`config.mk`:
```
export PLATFORM = sky130hd
export DESIGN_NAME = alu_pipe
export DESIGN_NICKNAME = d
export VERILOG_FILES = /design/src/rtl/alu_pipe_pkg.sv /design/src/rtl/alu_core.sv /design/src/rtl/alu_pipe.sv
export SDC_FILE = /design/constraint.sdc
export NUM_CORES = 1
export LEC_CHECK = 0
export BUFFER_PORTS_ARGS = -buffer_cell sky130_fd_sc_hd__buf_2
export CORE_UTILIZATION = 60
export CTS_BUF_LIST = sky130_fd_sc_hd__clkbuf_4
export CTS_CLUSTER_DIAMETER = 100
export CTS_CLUSTER_SIZE = 30
export DETAILED_ROUTE_END_ITERATION = 7
export GPL_TIMING_DRIVEN = 0
export PLACE_DENSITY = 0.83
export SLEW_MARGIN = 30
export SYNTH_ARGS = -nofsm -noshare
export SYNTH_HDL_FRONTEND = slang
export SYNTH_SLANG_ARGS = --single-unit
```
`constraint.sdc`:
```
create_clock -name Clk -period 4.8 [get_ports Clk]
set_clock_uncertainty 0.2 [all_clocks]
set_input_delay 0 -clock Clk [delete_from_list [all_inputs] [get_ports Clk]]
set_output_delay 0 -clock Clk [all_outputs]
set_load 0.05 [all_outputs]
```
`src/rtl/alu_pipe_pkg.sv`:
```
// alu_pipe_pkg: opcode encodings and {N,Z,C,V} flag layout shared by the ALU pipeline
package alu_pipe_pkg;
   localparam logic [2:0] OP_ADD = 3'd0;
   localparam logic [2:0] OP_LSL = 3'd1;
   localparam logic [2:0] OP_XOR = 3'd2;
   localparam logic [2:0] OP_AND = 3'd3;
   localparam logic [2:0] OP_CMP = 3'd4;
   localparam logic [2:0] OP_LSR = 3'd5;
   localparam logic [2:0] OP_SET = 3'd6;
   localparam logic [2:0] OP_SUB = 3'd7;
   localparam int FLAG_N = 3;
   localparam int FLAG_Z = 2;
   localparam int FLAG_C = 1;
   localparam int FLAG_V = 0;
   typedef struct packed {
      logic n;
      logic z;
      logic c;
      logic v;
   } flagsT;
endpackage

```
`src/rtl/alu_core.sv`:
```
// alu_core: combinational ALU; op/a/b/cinEn/flagsIn in, result/flagsOut/we out
module alu_core import alu_pipe_pkg::*; #(
   parameter int W = 8
) (
   input  logic [2:0]   op,
   input  logic [W-1:0] a,
   input  logic [W-1:0] b,
   input  logic         cinEn,
   input  flagsT        flagsIn,
   output logic [W-1:0] result,
   output flagsT        flagsOut,
   output logic         we
);
   logic         isSub;
   logic         cin;
   logic         c;
   logic         v;
   logic [W-1:0] bOp;
   logic [W:0]   sum;
   logic [W:0]   shl;
   logic [W:0]   shr;
   always_comb begin
      isSub = (op == OP_SUB) || (op == OP_CMP);
      bOp = isSub ? ~b : b;
      cin = cinEn ? flagsIn.c : isSub;
      sum = {1'b0, a} + {1'b0, bOp} + {{W{1'b0}}, cin};
      // The extra guard bit catches the last bit shifted out; oversized shifts fall to zero naturally
      shl = {1'b0, a} << b;
      shr = {a, 1'b0} >> b;
      result = sum[W-1:0];
      c = sum[W];
      v = (a[W-1] == bOp[W-1]) && (sum[W-1] != a[W-1]);
      case (op)
         OP_LSL: begin result = shl[W-1:0]; c = shl[W]; v = 1'b0; end
         OP_LSR: begin result = shr[W:1]; c = shr[0]; v = 1'b0; end
         OP_XOR: begin result = a ^ b; c = 1'b0; v = 1'b0; end
         OP_AND: begin result = a & b; c = 1'b0; v = 1'b0; end
         OP_SET: result = b;
         default: ;
      endcase
      flagsOut = (op == OP_SET) ? flagsIn : flagsT'({result[W-1], ~|result, c, v});
      we = op != OP_CMP;
   end
endmodule

```
`src/rtl/alu_pipe.sv`:
```
// alu_pipe: two-stage valid/ready ALU pipeline with {N,Z,C,V} flag register
//   Clk/Reset(async, active-low); InValid/InReady/InOp/InA/InB/InCinEn operation in;
//   OutValid/OutReady/OutResult/OutWe/OutFlags result out
module alu_pipe import alu_pipe_pkg::*; #(
   parameter int         W        = 8,
   parameter logic [3:0] FLAG_RST = 4'b0000
) (
   input  logic         Clk,
   input  logic         Reset,
   input  logic         InValid,
   output logic         InReady,
   input  logic [2:0]   InOp,
   input  logic [W-1:0] InA,
   input  logic [W-1:0] InB,
   input  logic         InCinEn,
   output logic         OutValid,
   input  logic         OutReady,
   output logic [W-1:0] OutResult,
   output logic         OutWe,
   output logic [3:0]   OutFlags
);
   logic         s1Valid;
   logic [2:0]   s1Op;
   logic [W-1:0] s1A;
   logic [W-1:0] s1B;
   logic         s1CinEn;
   logic         s2Adv;
   logic [W-1:0] coreResult;
   logic         coreWe;
   flagsT        coreFlags;
   flagsT        flagReg;
   assign s2Adv    = !OutValid || OutReady;
   assign InReady  = !s1Valid || s2Adv;
   assign OutFlags = flagReg;
   // The ALU reads the live flag register, so an op directly behind a carry producer sees the new C
   alu_core #(.W(W)) uCore (
      .op      (s1Op),
      .a       (s1A),
      .b       (s1B),
      .cinEn   (s1CinEn),
      .flagsIn (flagReg),
      .result  (coreResult),
      .flagsOut(coreFlags),
      .we      (coreWe)
   );
   always_ff @(posedge Clk or negedge Reset) begin
      if (!Reset) begin
         s1Valid   <= 1'b0;
         s1Op      <= OP_ADD;
         s1A       <= '0;
         s1B       <= '0;
         s1CinEn   <= 1'b0;
         OutValid  <= 1'b0;
         OutResult <= '0;
         OutWe     <= 1'b0;
         flagReg   <= flagsT'(FLAG_RST);
      end else begin
         if (InReady) s1Valid <= InValid;
         if (InReady && InValid) {s1Op, s1A, s1B, s1CinEn} <= {InOp, InA, InB, InCinEn};
         if (s2Adv) OutValid <= s1Valid;
         // Flags commit only on the S1->S2 move, so a stalled op never updates them twice
         if (s2Adv && s1Valid) begin
            OutResult <= coreResult;
            OutWe     <= coreWe;
            flagReg   <= coreFlags;
         end
      end
   end
endmodule

```
# --- Yosys cells after proc, flatten, opt, wreduce, memory -nomap -nowiden ---
# Cells that the tools add are included.
totals:
  reg_bits: 35
  inputBits: 24
  out_inout_bits: 15
  word_cells: 48
op_classes:
  add_sub_neg: 2
  eq_ne: 10
  n_shift: 2
  n_mux: 5
  n_bitwise: 4
  reduce_logical: 13
op_table:
  columns: ["cell", "n"]
  rows:
  - ["8-bit one-hot mux with 5 select lines", 1]
  - ["3-bit equality test, second input constant", 4]
  - ["8-bit by 8-bit adder with 9-bit output", 1]
  - ["9-bit by 1-bit adder with 9-bit output", 1]
  - ["8-bit by 8-bit << shifter with 9-bit output", 1]
  - ["9-bit by 8-bit >> shifter with 9-bit output", 1]
  - ["8-bit bitwise AND", 1]
  - ["8-bit 2-to-1 mux", 1]
  - ["8-bit NOT", 1]
  - ["8-bit OR reduction", 1]
  - ["8-bit bitwise XOR", 1]
  - ["3-bit by 2-bit equality test with 1-bit output, second input constant", 2]
  - ["4-bit OR reduction", 1]
  - ["3-bit by 1-bit equality test with 1-bit output, second input constant", 1]
  - ["1-bit logical AND", 3]
  - ["1-bit zero test", 3]
  - ["1-bit logical OR", 3]
  - ["3-bit != test, second input constant", 1]
  - ["1-bit one-hot mux with 3 select lines", 1]
  - ["1-bit 2-to-1 mux", 2]
  - ["2-bit AND reduction", 1]
  - ["2-bit OR reduction", 1]
  - ["1-bit equality test", 1]
  - ["1-bit != test", 1]
  - ["1-bit NOT", 1]

# --- Depth between registers and ports, before layout ---
logic_depth:
  ltp_word: 8
  ltp_mapped: 16
  ltp_nobuf: 14

# --- Cells and area by module ---
# Synthesis repeated with hierarchy kept, for this count alone.
hier_totals:
  cells_unflattened: 297
  area_unflattened_um2: 3070.4
modules_own_cells:
  columns: ["module", "n_inst", "cells_each", "area_per_inst_um2", "seq_area_each_um2"]
  rows:
  - ["alu_core", 1, 220, 1601.5, 0.0]
  - ["alu_pipe", 1, 77, 1468.9, 875.8]

# --- Least setup slack after synthesis ---
# Ideal clock, no wire load.
synth_path:
  path_kind: "reg-to-reg"
  startpoint: "register s1Op[0]"
  endpoint: "register flagReg (netlist bit OutFlags[2])"
  setup_time_ps: 104
  t_arrival_ps: 3518
  required_time_ps: 4496
  path_slack_ps: 978
  path_stages_with_launch: 15
  n_path_buf: 2
  synth_period_minus_slack_ps: 3822
  path_cell_list: "dfrtp_1 nand2b_1 clkbuf_1 nand3_1 clkbuf_1 xor2_1 fa_1 inv_1 fa_1 o22ai_1 nand2_1 a32oi_2 o21ai_1 or4_4 o41ai_2"
synth_between:
  elab_chain_len: 8
  word_cells_on_any_way: 17
  cone_classes: "add/sub: 2; eq/ne: 7; mux: 3; bitwise: 1; reduce/logical: 4"
synth_lines:
  columns: ["element", "line", "text"]
  rows:
  - ["start: declaration", "alu_pipe.sv:23", "logic [2:0] s1Op;"]
  - ["start signal: assignment", "alu_pipe.sv:59", "if (InReady && InValid) {s1Op, s1A, s1B, s1CinEn} <= {InOp, InA, InB, InCinEn};"]
  - ["3-bit equality test", "alu_core.sv:23", "isSub = (op == OP_SUB) || (op == OP_CMP);"]
  - ["1-bit logical OR", "alu_core.sv:23", null]
  - ["8-bit 2-to-1 mux", "alu_core.sv:24", "bOp = isSub ? ~b : b;"]
  - ["8-bit by 8-bit adder with 9-bit output", "alu_core.sv:26", "sum = {1'b0, a} + {1'b0, bOp} + {{W{1'b0}}, cin};"]
  - ["9-bit by 1-bit adder with 9-bit output", "alu_core.sv:26", null]
  - ["8-bit one-hot mux with 5 select lines", "alu_core.sv:33", "case (op)"]
  - ["8-bit OR reduction", "alu_core.sv:41", "flagsOut = (op == OP_SET) ? flagsIn : flagsT'({result[W-1], ~|result, c, v});"]
  - ["1-bit zero test", "alu_core.sv:41", null]
  - ["end signal: assignment", "alu_pipe.sv:56", "flagReg <= flagsT'(FLAG_RST);"]
  - ["end signal: assignment", "alu_pipe.sv:65", "flagReg <= coreFlags;"]
  - ["end: declaration", "alu_pipe.sv:31", "flagsT flagReg;"]
# Several ways; a longest one is shown, not always the timed one.
# A chain may end at the register's enable or synchronous reset.

# --- Final worst setup path ---
layout_path:
  startpoint: "register s1Op[2]"
  endpoint: "register flagReg (netlist bit OutFlags[2])"
# The elaborated chain is that of the path after synthesis.

==> results.py <==
metrics = {
    "sta": {
        "fin_crit_sh_pct": 96.6,
        "period_needed_ns": 4.64,
        "tns_ns": 0,
        "timing.fmax_ghz": 0.216,
        "grt_setup_unrepaired": "false",
        "setup_viol": 0,
        "tightest_slew_ns": 0.779,
        "relSlewSlack_pct": 48.1,
        "finalHoldViolCount": 0,
        "maxSlewViolCount": 0,
    },
    "run_status": {
        "outcome": "finished, violations left",
        "violations": "design-rule violations",
    },
    "routing": {
        "routed_wl_um": 8350,
        "first_pass_iters": 7,
        "ant_nets": 0,
        "vias_per_cell": 6.59,
        "drc": 3,
        "drtIter0Drc": 390,
        "wire_per_inst_um": 20.1,
        "vias": 2743,
    },
    "power": {
        "switchingPower_mw": 0.772,
        "seq_power_share_pct": 28.4,
        "power.share.clock_pct": 11.1,
        "power_frac_comb_pct": 60.5,
        "cellLeakagePower_nw": 1.44,
        "ir_drop_mv": 0.275,
        "internal_power_mw": 0.792,
        "switching_share_pct": 49.4,
        "power_density_nw_per_um2": 458,
    },
    "clock_network": {
        "cts_buffers": 5,
        "clock_path_buffers": 2,
        "cts_setup_buffers": 0,
        "cts_hold_buf": 24,
        "root_buffer": "clkbuf_4",
        "h-tree-depth": 2,
        "clk_pin_slew_worst_paths_ns": 0.14,
        "cts.sinks": 35,
        "cts_resized": 0,
        "cts_tree": "done",
        "worstSkewPairLatency_ns": 0.37,
    },
    "floorplanning": {
        "die-area_um2": 5040,
        "io_pins": 39,
        "core_um2": 4470,
        "fp-row-count": 24,
        "die_x_um": 71,
        "fp.dieH_um": 71,
        "initial_utilization_pct": 63.8,
    },
    "synth": {
        "synthSimpleGateAreaFrac_pct": 12.1,
        "syn_inst": 294,
        "synth_cell_types": 49,
        "syn_area_per_cell_um2": 9.72,
        "synth_top_area_share_pct": 30.7,
        "synthTopCellsByArea": "dfrtp_1, mux2_2, ha_1, mux4_2, a21oi_1",
        "muxShareOfSynthArea_pct": 19.4,
        "synth-edff-count": 0,
        "yosysSeqAreaShare_pct": 30.7,
        "synth-xor-area-share_pct": 4.60,
        "syn-cell-area_um2": 2860,
        "synth_fa_ha_area_share_pct": 8.41,
        "synth_nets": 336,
        "yosysTopAreaCell": "dfrtp_1",
        "synth_compound_area_share_pct": 20.5,
        "synth-async-reset-ratio_pct": 100,
        "yosys_warnings": 0,
        "synth_top_flop_cell": "dfrtp_1",
        "synth_top_family_by_area": "compound AO/OA/AOI/OAI gates",
        "yosys_register_bits": 35,
    },
    "critical_path": {
        "rrSetupSlack_ns": 0.16,
        "endpoint_kind": "flop",
        "critPathSlowestCell": "clkbuf_1",
        "critical_path_required_ns": 4.85,
        "path_cells": "buf_2, clkbuf_1, nand3_1, clkbuf_1, nor2_1, a21oi_1, fa_1, inv_1, fa_1, xnor2_1, o2bb2ai_1, mux2i_1, o21ai_0, o211ai_1, or4_4, o41ai_2",
        "slowest_delay_ns": 0.48,
        "crit_fanout": 10,
        "crit_family": "buffers and inverters",
        "worst-path-buf-inv": 4,
        "path_class": "flop to flop",
        "arrival_ns": 4.69,
        "worstSetupStartpointType": "flop",
    },
    "placement": {
        "place.gp.congestion": 0.948,
        "io_buffers": 38,
        "placed_area_um2": 3110,
        "dpl.cell_count": 384,
        "hpwl_um": 5690,
    },
    "global_route": {
        "grt_pass1_wl_um": 13600,
        "grt_pass1_vias": 2734,
        "grt_max_degree": 36,
        "antenna_found_initial": 0,
        "grt.overflow.total": 0,
        "globalRouteTotalUtil_pct": 35.2,
    },
    "layout": {
        "final_layout_size_suffix_gt1_share_pct": 27.2,
        "synthToLayoutAreaGrowth_pct": 19.5,
        "antennaDiodeCount": 0,
        "n_fill_cell": 321,
        "stdcell_area_um2": 3410,
        "nets": 405,
        "register_area_um2": 876,
        "final_cell_count_no_fill": 416,
        "multi_input_area_um2": 1860,
    },
    "job": {
        "maxCapViolations": 0,
    },
    "min_path": {
        "hold_path.class": "input port to async pin",
    },
}
==> metrics by stage <==
stage                     total power [mW]  util, %  hold WS [ns]  worst slack (ns)
after floorplan                       1.13        -        -0.496             0.978
after global placement                1.33     69.5       -0.0833             0.377
after detailed placement              1.35     69.5       -0.0703             0.327
after CTS                             1.54     76.2        0.0748             0.287
after global routing                  1.65     76.3         0.142            0.0314
final                                 1.56     76.3        0.0159             0.164
==> worst reg2reg max path, stage by stage (launching register included) <==
cell and delay (ns):
dfrtp_1 0.41, buf_2 0.20, clkbuf_1 0.29, nand3_1 0.14, clkbuf_1 0.48, nor2_1 0.11
a21oi_1 0.25, fa_1 0.24, inv_1 0.06, fa_1 0.43, xnor2_1 0.41, o2bb2ai_1 0.17
mux2i_1 0.08, o21ai_0 0.09, o211ai_1 0.17, or4_4 0.45, o41ai_2 0.34
==> synthesized netlist by cell type (all sizes together) (5+ instances only) <==
cell and count:
mux4 7, o22ai 7, xnor2 11, mux2i 6, nand3 5, clkbuf 10, o211ai 5, mux2 30
a211oi 8, a21oi 24, dfrtp 35, nor2 16, inv 5, ha 16, nand2 18, nand2b 7
buf 11, o21ai 18
==> area by class of cell <==
type / count / share of cell area [%]
plain buffers: 21 / 3.00
clock buffers: 6 / 1.32
clock inverters: 2 / 0.366
inverters: 5 / 0.550
multi-input cells: 233 / 54.6
flip-flops and latches: 35 / 25.7
well taps: 52 / 1.91
repair buffers: 62 / 12.6
==> sequential cells by signal (all words and copies together), names as in the netlist <==
register	flops
s1A	8
OutResult	8
OutFlags	4
s1Valid	1
s1Op	3
s1CinEn	1
OutValid	1
OutWe	1
s1B	8
==> power groups by stage <==
stage	combinational (mW)	clock, mW	sequential, mW
finish	0.947	0.173	0.445
floorplan	0.537	0	0.590
CTS	0.925	0.175	0.439
detailed placement	0.903	0	0.446
global route	1.01	0.186	0.452
global placement	0.886	0	0.445
==> final timing paths <==
kind / startpoint / to / depth (start not counted)
hold reg to reg: OutWe / OutWe / 1
setup reg to reg: s1Op[2] / OutFlags[2] / 16
min in group Clk: InB[2] / s1B[2] / 3
setup / recovery: s1Op[2] / OutFlags[2] / 16
hold / removal: Reset / s1Op[2] / 2
max in group asynchronous: Reset / s1A[4] / 2
==> layout by cell type (no fill, tap or decap), types with 4 or more instances in the layout <==
cell type      synthesis  layout
dfrtp_1               35      35
nand2b_1               7       7
mux4_2                 7       7
buf_2                  7      45
o21ai_0               16      16
nor2b_1                4       4
nand3_1                5       5
nor2_1                16      16
dlygate4sd3_1          0      24
o211ai_1               5       5
a211oi_1               8       8
ha_1                  16      16
clkbuf_1               9       9
xnor2_1               11      11
nand2_1               18      18
inv_1                  5       5
o31ai_1                4       4
o22ai_1                7       7
mux2i_1                6       6
xor2_1                 4       4
a21oi_1               24      24
mux2_2                30      30
clkbuf_4               1       7
==> cell families (layout without fill, tap and decap cells) <==
family	after synthesis	after routing
buffers and inverters	26	96
AND/OR/NAND/NOR	69	69
XOR/XNOR	15	15
flip-flops	35	35
multiplexers	43	43
adder cells (fa/ha/maj)	18	18
AO/OA/AOI/OAI	88	88
==> per-layer routing <==
| layer | global-route usage (%) | vias up | share of wire [%] |
|---|---|---|---|
| li1 | - | 1251 | - |
| met2 | 57.4 | 174 | 47 |
| met1 | 47.4 | 1292 | 42 |
| met3 | 5.84 | 26 | 9.1 |
| met4 | 13.1 | 0 | 2.7 |
| met5 | 0 | - | 0 |
Note: power is estimated with default switching activity, not from simulation.
